<file path="src/rtl/fault_sim_pkg.sv">
// Shared types and default constants for the fault-simulation response checker.
package fault_sim_pkg;

  typedef enum logic [1:0] {
    IDLE    = 2'd0,
    COLLECT = 2'd1,
    COMPARE = 2'd2,
    DONE    = 2'd3
  } state_t;

  localparam logic [15:0] CRC16_POLY    = 16'h1021;
  localparam logic [15:0] SIG_SEED_ONES = 16'hFFFF;

endpackage

</file>
<file path="src/rtl/fault_response_checker_misr_reg.sv">
// Multiple-input signature register: shift left, fold MSB through POLY, XOR in response bits.
module misr_reg
  import fault_sim_pkg::*;
#(
  parameter int                 WIDTH = 1,
  parameter int                 SIG_W = 16,
  parameter logic [SIG_W-1:0]   POLY  = SIG_W'(CRC16_POLY),
  parameter logic [SIG_W-1:0]   SEED  = SIG_W'(SIG_SEED_ONES)
) (
  input  logic             clk,
  input  logic             rst_n,
  input  logic             load,
  input  logic             shift_en,
  input  logic [WIDTH-1:0] din,
  output logic [SIG_W-1:0] sig
);

  logic [SIG_W-1:0] r_sig;

  function automatic logic [SIG_W-1:0] misr_step(input logic [SIG_W-1:0] s,
                                                 input logic [WIDTH-1:0] d);
    logic [SIG_W-1:0] fb;
    fb = s[SIG_W-1] ? POLY : {SIG_W{1'b0}};
    return {s[SIG_W-2:0], 1'b0} ^ fb ^ SIG_W'(d);
  endfunction

  // Load wins over shift so a restart never folds a stray beat into the seed.
  always_ff @(posedge clk or negedge rst_n) begin
    if (!rst_n) begin
      r_sig <= SEED;
    end else if (load) begin
      r_sig <= SEED;
    end else if (shift_en) begin
      r_sig <= misr_step(r_sig, din);
    end else begin
      r_sig <= r_sig;
    end
  end

  assign sig = r_sig;

endmodule

</file>
<file path="config.mk">
export PLATFORM = sky130hd
export DESIGN_NAME = misr_reg
export DESIGN_NICKNAME = d
export VERILOG_FILES = /design/src/rtl/fault_sim_pkg.sv /design/src/rtl/fault_response_checker_misr_reg.sv
export SDC_FILE = /design/constraint.sdc
export NUM_CORES = 1
export LEC_CHECK = 0
export BUFFER_PORTS_ARGS = -buffer_cell sky130_fd_sc_hd__buf_2
export CAP_MARGIN = 20
export CORE_MARGIN = 2
export CORE_UTILIZATION = 52
export CTS_BUF_LIST = sky130_fd_sc_hd__clkbuf_4 sky130_fd_sc_hd__clkbuf_8 sky130_fd_sc_hd__clkbuf_16
export CTS_CLUSTER_SIZE = 40
export DETAILED_ROUTE_END_ITERATION = 7
export PLACE_DENSITY = 0.82
export SYNTH_ARGS = -nofsm -noshare
export SYNTH_HDL_FRONTEND = slang
export SYNTH_SLANG_ARGS = --single-unit
</file>
<file path="constraint.sdc">
create_clock -name clk -period 1.3 [get_ports clk]
set_clock_uncertainty 0.05 [all_clocks]
set_input_delay 0.26 -clock clk [delete_from_list [all_inputs] [get_ports clk]]
set_output_delay 0.26 -clock clk [all_outputs]
set_load 0.01 [all_outputs]
</file>
# ---- Word-level counts from Yosys, hierarchy flattened
# Cells that the tools add are included.
dict set report word_totals {
  register_bits 16
  out_inout_bits 16
  elab_cells 7
}
dict set report classes {
  n_mux 3
  bitwise_logic 2
  reduce_logical 1
}
# operator n
set ops {}
lappend ops {{16-bit 2-to-1 mux} 2}
lappend ops {{16-bit by 1-bit bitwise XOR with 16-bit output} 1}
lappend ops {{16-bit by 13-bit bitwise XOR with 16-bit output} 1}
lappend ops {{13-bit 2-to-1 mux} 1}
lappend ops {{2-bit nonzero test} 1}

# ---- Depth between registers and ports, before layout
# Gate-level depths: netlist of the first run.
dict set report depth {
  ltp_word 5
  ltp_mapped 4
  mapped_depth_nobuf 2
}

# ---- Least setup slack after synthesis of the first run
# OpenSTA, ideal clock, no wires.
dict set report synth_timing {
  path_kind {reg2reg}
  startpoint {register, netlist name sig[15]}
  endpoint {register r_sig[15] (netlist: sig[15])}
  arrival_ns 0.812
  required_time_ns 1.190
  setup_slack_ns 0.378
  path_stages_with_launch 3
  synth_period_minus_slack_ns 0.922
  cell_sequence {dfstp_2 nor2b_1 a211o_1}
}
# element line_no
set synth_lines {}
lappend synth_lines {{to (signal assigned)} fault_response_checker_misr_reg.sv:34} ;# r_sig <= misr_step(r_sig, din);
lappend synth_lines {{to (signal assigned)} fault_response_checker_misr_reg.sv:36} ;# r_sig <= r_sig;
lappend synth_lines {{to (decl)} fault_response_checker_misr_reg.sv:18} ;# logic [SIG_W-1:0] r_sig;

# ---- Worst setup path after layout of the first run
dict set report layout_timing {
  startpoint {register r_sig[0] (netlist: sig[0])}
  endpoint {output port sig[0]}
}
# element line_no
set layout_lines {}
lappend layout_lines {{to (decl)} fault_response_checker_misr_reg.sv:15} ;# output logic [SIG_W-1:0] sig
# No word-level cell between the ends.

==> flow_summary.yaml, run 1 <==
outcome:
  outcome: "finished, final reports clean"
detailed_routing:
  drcViolationCount: 0
  wl_per_cell_um: 12.3
  maxUsedRoutingLayer: "met4"
  met2_length_um: 535
  avgViaCountPerCell: 5.19
  routed_wl_um: 1140
  antenna_left: 0
  vias: 483
  drtIter0Drc: 8
  first_pass_iters: 4
  m1WireLength_um: 555
  dr_wl_met3_um: 48
logic_synthesis:
  ys_top_cells_by_area: "dfstp_2 (59%), a211o_1 (16%), nor2b_1 (12%), xnor2_1 (3.7%), buf_6 (3.1%)"
  ys_seq_elements: 16
  syn_area_sq_um: 718
  synth_top_area_share_pct: 58.5
  ys_seq_area_share_pct: 58.5
  synth.net_count: 62
  ys_types: 9
  synth_cells: 57
  ys_warn_count: 0
  syn_avg_cell_area_sq_um: 12.6
  yosysTopAreaCell: "dfstp_2"
min_path:
  min_path_type: "input pin to async pin"
setup_path:
  path_cells: "buf_2"
  crit_path_start: "sig[0]"
  start_kind: "flip-flop"
  r2r-end: "sig[15]"
  critPathMaxFanout: 3
  arrival_ps: 960
  crit_end: "sig[0]"
  cp_data_required_time_ps: 990
  cp-end-kind: "output port"
  critPathMaxStageDelay_ps: 560
  reg2reg_from: "sig[15]"
  crit_slowest_cell: "dfstp_2"
  cp_top_family: "flip-flops"
  r2r_cells: 3
  cp.depth: 1
  crit_type: "flip-flop to output port"
  cp_num_buf_inv: 1
  r2r_slack_ps: 270
die:
  coreArea_sq_um: 1300
  start_util_pct: 55.2
  die-area_sq_um: 1690
  fp-row-count: 13
  io_pins: 21
  chipWidth_um: 41.2
  die_h_um: 41.2
final_layout:
  largest_reg_flops: 16
  drive_above_1_share_pct: 53.8
  syn_to_final_growth_pct: 18.1
  fin_nets: 85
  final_cell_mix: "buf_2 (19), dfstp_2 (16), nor2b_1 (14)"
  num_antenna_cells: 0
  final_common_cell: "buf_2"
  design_area_sq_um: 848
timing:
  setup_violations: 0
  max_freq_mhz: 785
  period_minus_slack_ps: 1270
  slew_headroom_pct: 68.6
  fin_crit_sh_pct: 98.0
  worst_pin_slew_ps: 472
  tns_ps: 0
  finalMaxSlewViolations: 0
  finalHoldViolCount: 0
clock_tree:
  cts_buffers: 3
  insertion_delay_ps: 270
  cts_htree_levels: 1
  cts_sinks: 16
  cts_hold_buf: 0
  cts_tree: "built"
  clkTransAtPathRegs_ps: 90
  root_buffer: "clkbuf_4"
  clockBufferDepth: 2
power:
  power_mw: 0.981
  powerDensity_nw_per_um2: 1160
  ir_drop_uv: 572
  leakage_nw: 0.343
placement:
  dp_hpwl_um: 731
  place_area_sq_um: 797
  finalWeightedCongestion: 0.671
  port_buffers: 20
grt:
  grt_pass1_wl_um: 1630
  antenna_found_initial: 0
  grt_usage_pct: 15.0
  grt_overflow: 0
  grt_pass1_vias: 384
  grt_max_degree: 31
flow_run:
  maxCapViolCount: 0
-- metal layers --
metal / GRT usage (%) / vias up
li1: - / 247
met1: 20.1 / 225
met2: 22.7 / 9
met3: 4.89 / 2
met4: 4.84 / 0
met5: 0 / -
-- synthesized netlist by cell type --
master / count
a211o_1: 13
buf_4: 1
dfstp_2: 16
xnor2_1: 3
nor2b_1: 14
buf_2: 2
buf_6: 2
nor3_1: 3
a21oi_1: 3
-- stage by stage --
step           util [%]  hold slack, ps  instances  worst slack [ps]
6_report           65.2            93.2         93              26.6
5_1_grt            65.2             132         93             -8.86
4_1_cts            63.6             105         91              18.9
3_5_place_dp       61.3             405         87               152
3_3_place_gp       61.3             406         87               162
2_1_floorplan         -            62.2         57               378
-- what timing repair did --
action	4_1_cts	5_1_grt
gates resized for setup	0	1
pin swaps	0	0
endpoints found under the setup margin	1	2
setup buffers	1	2
-- worst min-delay path by stage --
| stage | startpoint | to | slack, ps | depth (start not counted) |
|---|---|---|---|---|
| after floorplan | rst_n | sig[0] | 60 | 0 |
| after global placement | rst_n | sig[9] | 410 | 1 |
| after detailed placement | rst_n | sig[9] | 410 | 1 |
| after CTS | rst_n | sig[5] | 100 | 1 |
| after global routing | rst_n | sig[0] | 130 | 1 |
| final | rst_n | sig[0] | 90 | 1 |
-- final cells by class --
cell class	count	area, sq um
tap	15	18.8
clock buffer	3	22.5
timing repair buffer	23	129
sequential	16	420
multi-input combinational	36	258
fill	104	453
-- cells by family after synthesis --
logic type	after synthesis	synth area share (%)
buffers and inverters	5	5.58
DFF	16	58.5
and+or+nand+nor	17	14.3
AOI/OAI and AO/OA	16	17.9
xor gates and xnor gates	3	3.66
-- power breakdown --
part	total (mW)	internal [mW]	switching, mW	leakage [nW]
clock	0.241	0.107	0.134	0.0138
sequential	0.580	0.557	0.0230	0.169
combinational	0.160	0.0777	0.0826	0.160
total	0.981	0.741	0.239	0.343
No activity file was read; power rests on OpenSTA's default activity.
==> run 2, diff against run 1 <==
- HOLD_SLACK_MARGIN: not set -> 0.12
- PLACE_DENSITY: 0.82 -> 0.8
==> run 2 against run 1 <==
  * Critical path depth unchanged
  * Wire length increased by 3.2%
  * Die area unchanged
  * Final area decreased by 1.3%
  * Critical path type unchanged
==> flow_summary.yaml, run 2 (synthesis results as in run 1) <==
clock_tree:
  cts_buffers: 3
  root_buffer: "clkbuf_4"
  cts_sinks: 16
  insertion_delay_ps: 270
  cts_tree: "built"
  clockBufferDepth: 2
  cts.repair.resized: 0
  clkTransAtPathRegs_ps: 80
  cts_htree_levels: 1
detailed_routing:
  wl_per_cell_um: 12.8
  antenna_left: 0
  first_pass_iters: 4
  vias: 489
  drtIter0Drc: 8
  drcViolationCount: 0
  avgViaCountPerCell: 5.32
  routed_wl_um: 1180
power:
  ir_drop_uv: 695
  powerDensity_nw_per_um2: 1170
  leakage_nw: 0.335
setup_path:
  cp_data_required_time_ps: 990
  crit_slowest_cell: "dfstp_2"
  cp_top_family: "flip-flops"
  cp_num_buf_inv: 1
  crit_type: "flip-flop to output port"
  critPathMaxStageDelay_ps: 560
  critPathMaxFanout: 3
  arrival_ps: 960
  path_cells: "buf_2"
  cp-end-kind: "output port"
  start_kind: "flip-flop"
final_layout:
  largest_reg_flops: 16
  final_cell_mix: "buf_2 (20), dfstp_2 (16), nor2b_1 (14)"
  num_antenna_cells: 0
  final_common_cell: "buf_2"
  fin_nets: 84
  syn_to_final_growth_pct: 16.6
  fin_util_pct: 64.3
  drive_above_1_share_pct: 51.9
  final_cells: 92
  n_fill_cell: 116
timing:
  finalHoldViolCount: 0
  grt_setup_unrepaired: "no"
  tns_ps: 0
  period_minus_slack_ps: 1270
  finalMaxSlewViolations: 0
  max_freq_mhz: 789
  slew_headroom_pct: 68.9
  setup_violations: 0
  worst_pin_slew_ps: 466
  fin_crit_sh_pct: 97.5
outcome:
  outcome: "finished, final reports clean"
die:
  io_pins: 21
  die-area_sq_um: 1690
  die_h_um: 41.2
  start_util_pct: 55.2
  coreArea_sq_um: 1300
  chipWidth_um: 41.2
  fp-row-count: 13
flow_run:
  maxCapViolCount: 0
grt:
  grt_usage_pct: 15.9
  antenna_found_initial: 0
  grt_pass1_vias: 398
  grt_max_degree: 31
  grt_pass1_wl_um: 1750
  grt_overflow: 0
placement:
  dp_hpwl_um: 773
  port_buffers: 20
  dp_cells: 87
  finalWeightedCongestion: 0.670
min_path:
  min_path_type: "input pin to flip-flop"
-- run 2: final cells by class --
class | count | area [sq um] | area share, %
sequential | 16 | 420 | 50.2
multi-input combinational | 36 | 258 | 30.8
timing repair buffer | 22 | 118 | 14.1
clock buffer | 3 | 22.5 | 2.69
tap | 15 | 18.8 | 2.24
-- run 2: path summary, 6_finish.rpt --
path	startpoint	endpoint	slack [ps]	cells after the start
setup / recovery	sig[0]	sig[0]	30	1
hold / removal	din	sig[0]	190	3
setup reg to reg	sig[15]	sig[15]	270	3
hold reg to reg	sig[12]	sig[12]	510	2
max in group asynchronous	rst_n	sig[2]	530	2
min in group asynchronous	rst_n	sig[10]	630	2
-- run 2: metal layers --
layer / part of all wire, % / track usage, % / up-vias
li1: - / - / 243
met1: 50 / 22.8 / 233
met2: 45 / 23.0 / 11
met3: 4.3 / 3.26 / 2
met4: 0.42 / 7.26 / 0
met5: 0 / 0 / -
-- run 2: stage by stage --
| stage | setup WS (ps) | cell area [sq um] | total power, mW | hold slack (ps) |
|---|---|---|---|---|
| 2_1_floorplan | 378 | 718 | 0.689 | 62.2 |
| 3_3_place_gp | 154 | 797 | 0.735 | 412 |
| 3_5_place_dp | 135 | 797 | 0.739 | 411 |
| 4_1_cts | 24.7 | 837 | 0.987 | 188 |
| 5_1_grt | 1.23 | 837 | 1.02 | 190 |
| 6_report | 33.1 | 837 | 0.976 | 193 |
-- run 2: repair_timing --
action                     4_1_cts  5_1_grt
hold buffers                     1        0
setup endpoints to repair        1        0
hold endpoints to repair        16        0
setup buffers                    1        0
-- run 2: worst reg2reg max path: stages (launching register included) --
cell and delay, ps:
dfstp_2 370, buf_4 140, nor2b_1 130, a211o_1 270
-- run 2: report_power, final --
part	internal (mW)	leakage, nW	total (mW)	switching (mW)
clock network	0.107	0.0138	0.241	0.134
logic	0.0726	0.152	0.154	0.0817
registers	0.557	0.169	0.581	0.0239
total	0.737	0.335	0.976	0.239
